### src/rtl/mem_read_arbiter_if.sv
// rtl/mem_read_arbiter_if.sv - client AR/R and shared AXI read signal bundle for mem_read_arbiter
// master: arbiter view; slave: clients plus interconnect view.
interface mem_read_arbiter_if #(
  parameter int N_PORTS    = 2,
  parameter int AXI_DATA_W = 128,
  parameter int AXI_ADDR_W = 16,
  parameter int AXI_ID_W   = 8
);
  logic [N_PORTS-1:0]            s_arvalid;
  logic [N_PORTS-1:0]            s_arready;
  logic [N_PORTS*AXI_ADDR_W-1:0] s_araddr;
  logic [N_PORTS*8-1:0]          s_arlen;
  logic [N_PORTS*3-1:0]          s_arsize;
  logic [N_PORTS*2-1:0]          s_arburst;
  logic [N_PORTS-1:0]            s_rvalid;
  logic [N_PORTS-1:0]            s_rready;
  logic [AXI_DATA_W-1:0]         s_rdata;
  logic [1:0]                    s_rresp;
  logic                          s_rlast;

  logic                          m_arvalid;
  logic                          m_arready;
  logic [AXI_ID_W-1:0]           m_arid;
  logic [AXI_ADDR_W-1:0]         m_araddr;
  logic [7:0]                    m_arlen;
  logic [2:0]                    m_arsize;
  logic [1:0]                    m_arburst;
  logic [3:0]                    m_arregion;
  logic [3:0]                    m_arcache;
  logic [3:0]                    m_arqos;
  logic [2:0]                    m_arprot;
  logic                          m_rvalid;
  logic                          m_rready;
  logic [AXI_ID_W-1:0]           m_rid;
  logic [AXI_DATA_W-1:0]         m_rdata;
  logic [1:0]                    m_rresp;
  logic                          m_rlast;

  modport master (
    input  s_arvalid, s_araddr, s_arlen, s_arsize, s_arburst, s_rready,
    input  m_arready, m_rvalid, m_rid, m_rdata, m_rresp, m_rlast,
    output s_arready, s_rvalid, s_rdata, s_rresp, s_rlast,
    output m_arvalid, m_arid, m_araddr, m_arlen, m_arsize, m_arburst,
    output m_arregion, m_arcache, m_arqos, m_arprot, m_rready
  );

  modport slave (
    output s_arvalid, s_araddr, s_arlen, s_arsize, s_arburst, s_rready,
    output m_arready, m_rvalid, m_rid, m_rdata, m_rresp, m_rlast,
    input  s_arready, s_rvalid, s_rdata, s_rresp, s_rlast,
    input  m_arvalid, m_arid, m_araddr, m_arlen, m_arsize, m_arburst,
    input  m_arregion, m_arcache, m_arqos, m_arprot, m_rready
  );
endinterface

### src/rtl/mem_read_arbiter.sv
// rtl/mem_read_arbiter.sv - round-robin AR arbiter with in-order R steering for N_PORTS readers
// Optional R ID / empty-return checker: define MEM_READ_ARB_ID_CHECK_EN.
module mem_read_arbiter #(
  parameter int N_PORTS         = 2,
  parameter int AXI_DATA_W      = 128,
  parameter int AXI_ADDR_W      = 16,
  parameter int AXI_ID_W        = 8,
  parameter int MAX_OUTSTANDING = 4
) (
  input  logic                clk,
  input  logic                rst,
  mem_read_arbiter_if.master  bus,
  output logic                err
);
  localparam int IDX_W = (N_PORTS > 1) ? $clog2(N_PORTS) : 1;
  localparam int PTR_W = $clog2(MAX_OUTSTANDING);

  typedef enum logic {IDLE, ISSUE} state_t;

  state_t                state_q, state_d;
  logic [IDX_W-1:0]      rr_ptr_q, rr_ptr_d;
  logic [IDX_W-1:0]      idx_q, idx_d;
  logic [AXI_ADDR_W-1:0] addr_q, addr_d;
  logic [7:0]            len_q, len_d;
  logic [2:0]            size_q, size_d;
  logic [1:0]            burst_q, burst_d;

  logic [IDX_W-1:0]      fifo_q [MAX_OUTSTANDING];
  logic [PTR_W-1:0]      wr_ptr_q, rd_ptr_q;
  logic [PTR_W:0]        count_q;

  logic                  found, push, pop, empty, rready;
  logic [IDX_W-1:0]      winner, head;
  logic [N_PORTS-1:0]    arready, rvalid;

  always_comb begin
    int j;
    found  = 1'b0;
    winner = '0;
    j      = 0;
    for (int k = 0; k < N_PORTS; k++) begin
      j = int'(rr_ptr_q) + k;
      if (j >= N_PORTS) j = j - N_PORTS;
      if (!found && bus.s_arvalid[IDX_W'(j)]) begin
        found  = 1'b1;
        winner = IDX_W'(j);
      end
    end
  end

  // s_arready is gated by rst so nothing handshakes while reset is held.
  always_comb begin
    state_d  = state_q;
    rr_ptr_d = rr_ptr_q;
    idx_d    = idx_q;
    addr_d   = addr_q;
    len_d    = len_q;
    size_d   = size_q;
    burst_d  = burst_q;
    arready  = '0;
    push     = 1'b0;
    case (state_q)
      IDLE: begin
        if (rst && found && (count_q < (PTR_W+1)'(MAX_OUTSTANDING))) begin
          arready[winner] = 1'b1;
          idx_d    = winner;
          addr_d   = bus.s_araddr[winner*AXI_ADDR_W +: AXI_ADDR_W];
          len_d    = bus.s_arlen[winner*8 +: 8];
          size_d   = bus.s_arsize[winner*3 +: 3];
          burst_d  = bus.s_arburst[winner*2 +: 2];
          rr_ptr_d = (winner == IDX_W'(N_PORTS-1)) ? '0 : winner + 1'b1;
          state_d  = ISSUE;
        end
      end
      ISSUE: begin
        if (bus.m_arready) begin
          push    = 1'b1;
          state_d = IDLE;
        end
      end
      default: state_d = IDLE;
    endcase
  end

  assign empty = (count_q == '0);
  assign head  = fifo_q[rd_ptr_q];

  always_comb begin
    rvalid = '0;
    rready = 1'b0;
    if (!empty) begin
      rvalid[head] = bus.m_rvalid;
      rready       = bus.s_rready[head];
    end
  end

  assign pop = bus.m_rvalid & rready & bus.m_rlast;

  always_ff @(posedge clk or negedge rst) begin
    if (!rst) begin
      state_q  <= IDLE;
      rr_ptr_q <= '0;
      idx_q    <= '0;
      addr_q   <= '0;
      len_q    <= '0;
      size_q   <= '0;
      burst_q  <= '0;
      wr_ptr_q <= '0;
      rd_ptr_q <= '0;
      count_q  <= '0;
      for (int i = 0; i < MAX_OUTSTANDING; i++) fifo_q[i] <= '0;
    end else begin
      state_q  <= state_d;
      rr_ptr_q <= rr_ptr_d;
      idx_q    <= idx_d;
      addr_q   <= addr_d;
      len_q    <= len_d;
      size_q   <= size_d;
      burst_q  <= burst_d;
      if (push) begin
        fifo_q[wr_ptr_q] <= idx_q;
        wr_ptr_q         <= wr_ptr_q + 1'b1;
      end
      if (pop) rd_ptr_q <= rd_ptr_q + 1'b1;
      if (push && !pop)      count_q <= count_q + 1'b1;
      else if (pop && !push) count_q <= count_q - 1'b1;
    end
  end

  always_comb begin
    bus.m_arid             = '0;
    bus.m_arid[IDX_W-1:0]  = idx_q;
  end

  assign bus.m_arvalid  = (state_q == ISSUE);
  assign bus.m_araddr   = addr_q;
  assign bus.m_arlen    = len_q;
  assign bus.m_arsize   = size_q;
  assign bus.m_arburst  = burst_q;
  assign bus.m_arregion = 4'h0;
  assign bus.m_arcache  = 4'h0;
  assign bus.m_arqos    = 4'h0;
  assign bus.m_arprot   = 3'h0;
  assign bus.s_arready  = arready;
  assign bus.s_rvalid   = rvalid;
  assign bus.m_rready   = rready;
  assign bus.s_rdata    = bus.m_rdata;
  assign bus.s_rresp    = bus.m_rresp;
  assign bus.s_rlast    = bus.m_rlast;

  logic unused_rid;
  assign unused_rid = ^bus.m_rid;

`ifdef MEM_READ_ARB_ID_CHECK_EN
  logic err_q;
  always_ff @(posedge clk or negedge rst) begin
    if (!rst) begin
      err_q <= 1'b0;
    end else if ((bus.m_rvalid && empty) ||
                 (bus.m_rvalid && rready && (bus.m_rid[IDX_W-1:0] != head))) begin
      err_q <= 1'b1;
    end
  end
  assign err = err_q;
`else
  assign err = 1'b0;
`endif
endmodule

### src/flat_wrapper.sv
// flat-port wrapper written by rule: the top's interface ports become plain ports
module mem_read_arbiter_flat 
#(
  parameter int N_PORTS         = 2,
  parameter int AXI_DATA_W      = 128,
  parameter int AXI_ADDR_W      = 16,
  parameter int AXI_ID_W        = 8,
  parameter int MAX_OUTSTANDING = 4
)
  (clk, rst, err, bus_s_arvalid, bus_s_araddr, bus_s_arlen, bus_s_arsize, bus_s_arburst, bus_s_rready, bus_m_arready, bus_m_rvalid, bus_m_rid, bus_m_rdata, bus_m_rresp, bus_m_rlast, bus_s_arready, bus_s_rvalid, bus_s_rdata, bus_s_rresp, bus_s_rlast, bus_m_arvalid, bus_m_arid, bus_m_araddr, bus_m_arlen, bus_m_arsize, bus_m_arburst, bus_m_arregion, bus_m_arcache, bus_m_arqos, bus_m_arprot, bus_m_rready);
  mem_read_arbiter_if #(.N_PORTS(N_PORTS), .AXI_DATA_W(AXI_DATA_W), .AXI_ADDR_W(AXI_ADDR_W), .AXI_ID_W(AXI_ID_W)) bus_i ();
  input  logic clk;
  input  logic rst;
  output logic err;
  input wire logic [$bits(bus_i.s_arvalid)-1:0] bus_s_arvalid;
  input wire logic [$bits(bus_i.s_araddr)-1:0] bus_s_araddr;
  input wire logic [$bits(bus_i.s_arlen)-1:0] bus_s_arlen;
  input wire logic [$bits(bus_i.s_arsize)-1:0] bus_s_arsize;
  input wire logic [$bits(bus_i.s_arburst)-1:0] bus_s_arburst;
  input wire logic [$bits(bus_i.s_rready)-1:0] bus_s_rready;
  input wire logic [$bits(bus_i.m_arready)-1:0] bus_m_arready;
  input wire logic [$bits(bus_i.m_rvalid)-1:0] bus_m_rvalid;
  input wire logic [$bits(bus_i.m_rid)-1:0] bus_m_rid;
  input wire logic [$bits(bus_i.m_rdata)-1:0] bus_m_rdata;
  input wire logic [$bits(bus_i.m_rresp)-1:0] bus_m_rresp;
  input wire logic [$bits(bus_i.m_rlast)-1:0] bus_m_rlast;
  output wire logic [$bits(bus_i.s_arready)-1:0] bus_s_arready;
  output wire logic [$bits(bus_i.s_rvalid)-1:0] bus_s_rvalid;
  output wire logic [$bits(bus_i.s_rdata)-1:0] bus_s_rdata;
  output wire logic [$bits(bus_i.s_rresp)-1:0] bus_s_rresp;
  output wire logic [$bits(bus_i.s_rlast)-1:0] bus_s_rlast;
  output wire logic [$bits(bus_i.m_arvalid)-1:0] bus_m_arvalid;
  output wire logic [$bits(bus_i.m_arid)-1:0] bus_m_arid;
  output wire logic [$bits(bus_i.m_araddr)-1:0] bus_m_araddr;
  output wire logic [$bits(bus_i.m_arlen)-1:0] bus_m_arlen;
  output wire logic [$bits(bus_i.m_arsize)-1:0] bus_m_arsize;
  output wire logic [$bits(bus_i.m_arburst)-1:0] bus_m_arburst;
  output wire logic [$bits(bus_i.m_arregion)-1:0] bus_m_arregion;
  output wire logic [$bits(bus_i.m_arcache)-1:0] bus_m_arcache;
  output wire logic [$bits(bus_i.m_arqos)-1:0] bus_m_arqos;
  output wire logic [$bits(bus_i.m_arprot)-1:0] bus_m_arprot;
  output wire logic [$bits(bus_i.m_rready)-1:0] bus_m_rready;
  assign bus_i.s_arvalid = bus_s_arvalid;
  assign bus_i.s_araddr = bus_s_araddr;
  assign bus_i.s_arlen = bus_s_arlen;
  assign bus_i.s_arsize = bus_s_arsize;
  assign bus_i.s_arburst = bus_s_arburst;
  assign bus_i.s_rready = bus_s_rready;
  assign bus_i.m_arready = bus_m_arready;
  assign bus_i.m_rvalid = bus_m_rvalid;
  assign bus_i.m_rid = bus_m_rid;
  assign bus_i.m_rdata = bus_m_rdata;
  assign bus_i.m_rresp = bus_m_rresp;
  assign bus_i.m_rlast = bus_m_rlast;
  assign bus_s_arready = bus_i.s_arready;
  assign bus_s_rvalid = bus_i.s_rvalid;
  assign bus_s_rdata = bus_i.s_rdata;
  assign bus_s_rresp = bus_i.s_rresp;
  assign bus_s_rlast = bus_i.s_rlast;
  assign bus_m_arvalid = bus_i.m_arvalid;
  assign bus_m_arid = bus_i.m_arid;
  assign bus_m_araddr = bus_i.m_araddr;
  assign bus_m_arlen = bus_i.m_arlen;
  assign bus_m_arsize = bus_i.m_arsize;
  assign bus_m_arburst = bus_i.m_arburst;
  assign bus_m_arregion = bus_i.m_arregion;
  assign bus_m_arcache = bus_i.m_arcache;
  assign bus_m_arqos = bus_i.m_arqos;
  assign bus_m_arprot = bus_i.m_arprot;
  assign bus_m_rready = bus_i.m_rready;
  mem_read_arbiter #(.N_PORTS(N_PORTS), .AXI_DATA_W(AXI_DATA_W), .AXI_ADDR_W(AXI_ADDR_W), .AXI_ID_W(AXI_ID_W), .MAX_OUTSTANDING(MAX_OUTSTANDING)) u_core (.clk(clk), .rst(rst), .bus(bus_i), .err(err));
endmodule
### config.mk
export PLATFORM = sky130hd
export DESIGN_NAME = mem_read_arbiter_flat
export DESIGN_NICKNAME = d
export VERILOG_FILES = /design/src/rtl/mem_read_arbiter_if.sv /design/src/rtl/mem_read_arbiter.sv /design/src/flat_wrapper.sv
export SDC_FILE = /design/constraint.sdc
export NUM_CORES = 1
export LEC_CHECK = 0
export CORE_AREA = 5 5 149 151
export CTS_CLUSTER_DIAMETER = 100
export DETAILED_ROUTE_END_ITERATION = 10
export DIE_AREA = 0 0 154 156
export GPL_ROUTABILITY_DRIVEN = 1
export GPL_TIMING_DRIVEN = 0
export HOLD_SLACK_MARGIN = 0.03
export SLEW_MARGIN = 30
export SYNTH_ARGS = -nofsm -noshare
export SYNTH_HDL_FRONTEND = slang
export SYNTH_SLANG_ARGS = --single-unit
### constraint.sdc
create_clock -name clk -period 4.78 [get_ports clk]
set_input_delay 0.956 -clock clk [delete_from_list [all_inputs] [get_ports clk]]
set_output_delay 0.956 -clock clk [all_outputs]
set_load 0.005 [all_outputs]
==> results by group, run 1 <==
Pwr
  – Maximum vdd drop: 169.0 uV
  – Overall power: 2.151 mW
  – Pwr dens: 348.3 mW/mm^2
  – Leakage: 2.840 nW

Worst hold path
  – Hold WC Path Type: reg -> reg
  – Min-Delay Endpoint: u_core.fifo_q[1]
  – Hold Startpoint: u_core.fifo_q[1]
  – Hold Crit Depth: 1

Drt
  – Detail Route Antenna Nets: 0
  – Met1 wire length: 4.336 mm
  – Via-to-Cell Ratio: 3.372
  – 1st-pass router iterations: 3
  – Routed len/inst: 13.79 microns
  – Drt first-iter violations: 66
  – DR WL met2: 6.365 mm
  – Final wirelength: 12.20 mm
  – DRC viols: 0
  – DR vias: 2984
  – Top sig layer: met4
  – Met3 Routed Length: 1.380 mm

Worst setup path
  – Worst Reg-to-Reg Cells: 8
  – Worst Setup End Kind: primary output
  – R2R Setup Slk: 2.43 ns
  – Critical path peak fanout: 23
  – Startpoint Class: input port
  – Critical setup path kind: in -> out
  – Arr. time, crit path: 2.78 ns
  – WP data required: 3.82 ns
  – R2r startpoint: u_core.rd_ptr_q[1]
  – RR Endpoint: u_core.count_q[1]
  – Crit path launch: rst

Clock network
  – Number of gates resized after CTS: 0
  – Clock transition at path regs: 0.06 ns
  – Setup bufs post-CTS: 0
  – Clock Tree Buf Depth: 2
  – CTS buffer count: 5
  – Clock tree sinks: 43
  – Root buf cell: clkbuf_16
  – Worst skew pair latency: 0.29 ns
  – H-tree depth: 2
  – Hold Buf Count CTS: 0
  – CTS tree: yes

STA
  – Clock skew: 0.007494 ns
  – Final Hold Fails: 0
  – # setup viols final: 0
  – RSZ-0062 raised after global routing: false
  – Final period util: 78.21%
  – Least-Margin Pin Slew: 0.5855 ns
  – Setup TNS: 0 ns
  – Max-slew headroom: 60.75%
  – Slew Limit Fails: 0
  – Tmin final: 3.738 ns
  – Peak Freq: 267.5 MHz
  – Min Hold Slack: 0.5119 ns

Final layout
  – Share of layout cells above drive strength 1: 30.33%
  – Area added between synthesis and finish: 88.94%
  – Most common cell after layout, fill and taps aside: clkdlybuf4s50_1
  – Commonest cells after routing, fill and taps aside: clkdlybuf4s50_1, buf_4, dfrtp_1
  – Final #Nets: 820
  – Sequential cell area: 0.001076 sq mm
  – Area of the multi-input gates: 0.001041 sq mm
  – Finished Core Util: 29.84%
  – FILL cells: 2220
  – # diodes: 0

Logic synthesis
  – Area contributors post-synth: buf_4, dfrtp_1, mux2i_1
  – Post-synth ARST share: 100.0%
  – Post-Syn Instances: 347
  – Unique masters post-synth: 28
  – EDFF count, synth: 0
  – Top cell type's share of synthesized area: 35.60%
  – Main flop type after synthesis: dfrtp_1
  – Largest area contributor in the netlist: buf_4
  – FF+latch count, synth: 43
  – Mean Syn Cell Area: 9.418 sq um
  – Mapped cell area: 0.003268 sq mm
  – Post-synthesis sequential area ratio: 32.92%
  – Ys Warns: 0

Status
  – Status: complete, no violations

Global routing
  – Overflow after GRT: 0
  – Global-route wire length before repair: 16.73 mm
  – Total track usage: 8.966%
  – Largest net degree at the start of global routing: 24
  – Number of global-route vias before repair: 3060
  – Initial antenna violation count: 0

Placement
  – HPWL Detailed: 10.17 mm
  – IO buf count: 232
  – Global placement routability congestion: 0.7860

Floorplan
  – Core Area: 0.02069 sq mm
  – Initial core utilization: 15.80%
  – Chip Width: 154 microns
  – # IOs: 395
  – Die ar.: 0.02402 sq mm
  – Die Y: 156 microns
  – Rows: 53

Run
  – Max Cap Violations: 0
-- power breakdown --
group          total (mW)  switching, mW  internal [mW]
combinational        1.15          0.443          0.703
clock               0.347          0.156          0.191
sequential          0.657          0.116          0.541
-- kinds of logic after synthesis --
logic type	after synthesis	synth area share [%]
xor+xnor	6	1.608
mux	41	12.90
buf+inv	170	37.75
flops	43	32.92
other cells	1	0.1147
fa+ha+maj	6	2.527
simple gates	47	6.968
compound gates	33	5.207
-- layer usage --
metal | vias to the layer above | track usage [%]
met3 | 8 | 3.883
li1 | 1462 | -
met2 | 203 | 16.45
met5 | - | 0
met4 | 0 | 2.523
met1 | 1311 | 9.333
-- cell type report --
cell class	instances	share of cell area, %
sequential	43	17.43
timing repair buffer	233	37.89
tap	275	5.572
clock inverter	3	0.2432
inverter	4	0.2432
clock buffer	5	2.026
multi-input combinational	156	16.86
buffer	166	19.74
-- flip-flops by register name, indices dropped and copies added (netlist names) --
name and count:
u_core.bus.m_arlen 8, u_core.rd_ptr_q 2, u_core.rr_ptr_q 1, u_core.idx_q 1, u_core.bus.m_arburst 2, u_core.bus.m_araddr 16, u_core.count_q 3, u_core.wr_ptr_q 2
u_core.bus.m_arvalid 1, u_core.fifo_q 4, u_core.bus.m_arsize 3
-- how the worst max path moves through the flow --
stage / to / cells after the start
floorplan: bus_s_arready[1] / 3
detailed placement: bus_s_arready[1] / 6
CTS: bus_s_arready[1] / 6
global placement: bus_s_arready[1] / 5
finish: bus_s_arready[1] / 6
global route: bus_s_arready[1] / 6
-- cell usage after synthesis (all sizes together), types with 4 or more instances --
master,count
mux2i,35
buf,166
xor2,4
a21oi,29
dfrtp,43
nor2,31
mux2,6
ha,5
nand2,6
inv,4
-- worst max-delay path: stages --
cell	delay [ns]
buf_4	0.30
buf_12	0.23
nand2_1	0.10
nor3_2	0.46
and2_1	0.21
clkdlybuf4s50_1	0.51
-- metrics by stage --
| stage | cell area (sq um) | worst slack [ns] | instances |
|---|---|---|---|
| floorplan | 3351 | 2.381 | 369 |
| global placement | 6017 | -0.9025 | 876 |
| detailed placement | 6035 | 0.9485 | 877 |
| CTS | 6175 | 0.9401 | 885 |
| global route | 6175 | 0.8532 | 885 |
| finish | 6175 | 1.042 | 885 |
No activity file was read; power rests on OpenSTA's default activity.
==> run 2: changes to the inputs <==
--- a/config.mk
+++ b/config.mk
@@ -5,10 +5,10 @@
 export SDC_FILE = /design/constraint.sdc
 export NUM_CORES = 1
 export LEC_CHECK = 0
-export CORE_AREA = 5 5 149 151
+export CORE_AREA = 5 5 150 152
 export CTS_CLUSTER_DIAMETER = 100
 export DETAILED_ROUTE_END_ITERATION = 10
-export DIE_AREA = 0 0 154 156
+export DIE_AREA = 0 0 155 157
 export GPL_ROUTABILITY_DRIVEN = 1
 export GPL_TIMING_DRIVEN = 0
 export HOLD_SLACK_MARGIN = 0.03
==> constraint.sdc (replaced) <==
create_clock -name clk -period 3.9 [get_ports clk]
set_input_delay 0.78 -clock clk [delete_from_list [all_inputs] [get_ports clk]]
set_output_delay 0.78 -clock clk [all_outputs]
set_load 0.005 [all_outputs]
==> run 2 against run 1 <==
Net effect:
- die area increased by 1.3%
- cell count decreased by 0.11%
- non-clock buffer count unchanged
- clock power increased by 24%
- routed wire length increased by 1.2%
- critical path depth unchanged
- final area about the same
- critical path type unchanged
==> results by group, run 2 (synthesis gave the netlist of run 1 again) <==
Status
  – Status: complete, no violations (unchanged)

Drt
  – Via-to-Cell Ratio: 3.400 (was 3.372)
  – DRC viols: 0 (unchanged)
  – DR vias: 3006 (was 2984)
  – Routed len/inst: 13.97 microns (was 13.79 microns)
  – 1st-pass router iterations: 4 (was 3)
  – Final wirelength: 12.35 mm (was 12.20 mm)
  – Detail Route Antenna Nets: 0 (unchanged)
  – Drt first-iter violations: 53 (was 66)

Worst setup path
  – Crit-path cells: buf_4 -> buf_12 -> nand2_1 -> nor3_2 -> and2_1 -> clkdlybuf4s50_1 (unchanged)
  – WP data required: 3.12 ns (was 3.82 ns)
  – Worst Setup End Kind: primary output (unchanged)
  – Critical setup path kind: in -> out (unchanged)
  – CP max stage delay: 0.51 ns (about the same)
  – Critical path's top delay family: buffers and inverters (unchanged)
  – Arr. time, crit path: 2.61 ns (was 2.78 ns)
  – Critical path peak fanout: 32 (was 23)
  – Buf/Inv on CP: 3 (unchanged)
  – Startpoint Class: input port (unchanged)
  – Critical-path top delay cell: nor3_2 (was clkdlybuf4s50_1)

Clock network
  – H-tree depth: 2 (unchanged)
  – Clock transition at path regs: 0.06 ns (about the same)
  – Worst skew pair latency: 0.29 ns (about the same)
  – Setup bufs post-CTS: 0 (unchanged)
  – Number of gates resized after CTS: 0 (unchanged)
  – CTS buffer count: 5 (unchanged)
  – Clock Tree Buf Depth: 2 (unchanged)
  – Clock tree sinks: 43 (unchanged)
  – CTS tree: yes (unchanged)
  – Root buf cell: clkbuf_16 (unchanged)
  – Hold Buf Count CTS: 0 (unchanged)

Final layout
  – Area added between synthesis and finish: 89.05% (was 88.94%)
  – Non-filler instance count after layout: 884 (was 885)
  – # diodes: 0 (unchanged)
  – Most common cell after layout, fill and taps aside: clkdlybuf4s50_1 (unchanged)
  – Finished Cell Area: 0.006178 sq mm (was 0.006175 sq mm)
  – Commonest cells after routing, fill and taps aside: clkdlybuf4s50_1, buf_4, dfrtp_1 (unchanged)
  – Share of layout cells above drive strength 1: 30.21% (was 30.33%)
  – FILL cells: 2195 (was 2220)
  – Max reg flops: 16 (unchanged)
  – Final #Nets: 820 (unchanged)
  – Finished Core Util: 29.58% (was 29.84%)

Floorplan
  – # IOs: 395 (unchanged)
  – Rows: 53 (unchanged)
  – Core Area: 0.02089 sq mm (was 0.02069 sq mm)
  – Die ar.: 0.02434 sq mm (was 0.02402 sq mm)
  – Die Y: 157 microns (was 156 microns)
  – Initial core utilization: 15.65% (was 15.80%)
  – Chip Width: 155 microns (was 154 microns)

Global routing
  – Global-route wire length before repair: 17.00 mm (was 16.73 mm)
  – Initial antenna violation count: 0 (unchanged)
  – Total track usage: 9.017% (was 8.966%)
  – Overflow after GRT: 0 (unchanged)
  – Number of global-route vias before repair: 3100 (was 3060)
  – Largest net degree at the start of global routing: 33 (was 24)

STA
  – Clock skew: 0.004294 ns (was 0.007494 ns)
  – Final Hold Fails: 0 (unchanged)
  – RSZ-0062 raised after global routing: false (unchanged)
  – Least-Margin Pin Slew: 0.6491 ns (was 0.5855 ns)
  – Tmin final: 3.390 ns
  – Peak Freq: 295.0 MHz
  – # setup viols final: 0 (unchanged)
  – Final period util: 86.93%
  – Max-slew headroom: 56.49% (was 60.75%)
  – Slew Limit Fails: 0 (unchanged)
  – Worst Setup Slack, final: 0.5098 ns (was 1.042 ns)

Worst hold path
  – Hold WC Path Type: in -> async (was reg -> reg)

Pwr
  – Maximum vdd drop: 164.7 uV (was 169.0 uV)
  – Leakage: 2.839 nW (was 2.840 nW)
  – Pwr dens: 428.4 mW/mm^2 (was 348.3 mW/mm^2)
  – Sequential Power Share: 30.5% (was 30.6%)
  – Switching portion of total power: 32.90% (was 33.28%)
  – Cell Int Power: 1.776 mW (was 1.435 mW)
  – Clock power frac: 16.2% (was 16.1%)
  – Net Switching: 0.8709 mW (was 0.7157 mW)
  – Overall power: 2.647 mW (was 2.151 mW)
  – Logic pwr share: 53.3% (about the same)

Placement
  – Post-Place Setup Slack: 0.4020 ns (was 0.9485 ns)
  – Placed Instances: 877 (unchanged)
  – HPWL Detailed: 10.65 mm (was 10.17 mm)
  – IO buf count: 232 (unchanged)
  – Global placement routability congestion: 0.6562 (was 0.7860)
  – Post-Place Cell Area: 0.006035 sq mm (unchanged)

Run
  – Max Cap Violations: 0 (unchanged)
run 2: cell count changes in the layout (fill, tap and decap cells not counted), sizes merged:
cell and delta:
clkbuf +1, clkinv -2
run 2: routing by layer:
layer	share of wire (%)	track usage (%)	routed length, microns	up-vias
met3	12	3.739	1466	12
li1	-	-	-	1466
met4	1.2	2.355	151	0
met5	0	0	0	-
met2	53	16.73	6602	203
met1	33	9.406	4128	1325
run 2: path summary, 6_finish.rpt:
check	slack [ns]	cells after the start	to	startpoint
min in group clk	0.51	1	u_core.fifo_q[2]	u_core.fifo_q[2]
setup / recovery	0.51	6	bus_s_arready[1]	rst
max in group asynchronous	3.11	2	u_core.bus.m_arlen[3]	rst
hold reg to reg	0.51	1	u_core.fifo_q[2]	u_core.fifo_q[2]
hold / removal	0.35	1	u_core.bus.m_arsize[2]	rst
setup reg to reg	1.53	10	u_core.count_q[2]	u_core.rd_ptr_q[1]
run 2: layout make-up:
class / count / area, sq um / area share [%]
repair buffers: 233 / 2340 / 37.87
plain buffers: 166 / 1219 / 19.72
flip-flops and latches: 43 / 1076 / 17.42
multi-input cells: 156 / 1041 / 16.85
well taps: 275 / 344.1 / 5.569
clock buffers: 6 / 138.9 / 2.248
inverters: 4 / 15.01 / 0.2430
clock inverters: 1 / 5.005 / 0.08100
run 2: through the flow:
stage,hold slack [ns],TNS [ns]
after floorplan,0.4786,0
after global placement,0.4876,-21.85
after detailed placement,0.5014,0
after CTS,0.3428,0
after global routing,0.3502,0
final,0.3474,0
run 2: power groups by stage:
stage	Combinational [mW]	Clock (mW)	Sequential, mW
global placement	1.43	0	0.809
global route	1.55	0.464	0.841
detailed placement	1.45	0	0.815
CTS	1.45	0.457	0.813
finish	1.41	0.430	0.807
floorplan	0.676	0	0.807
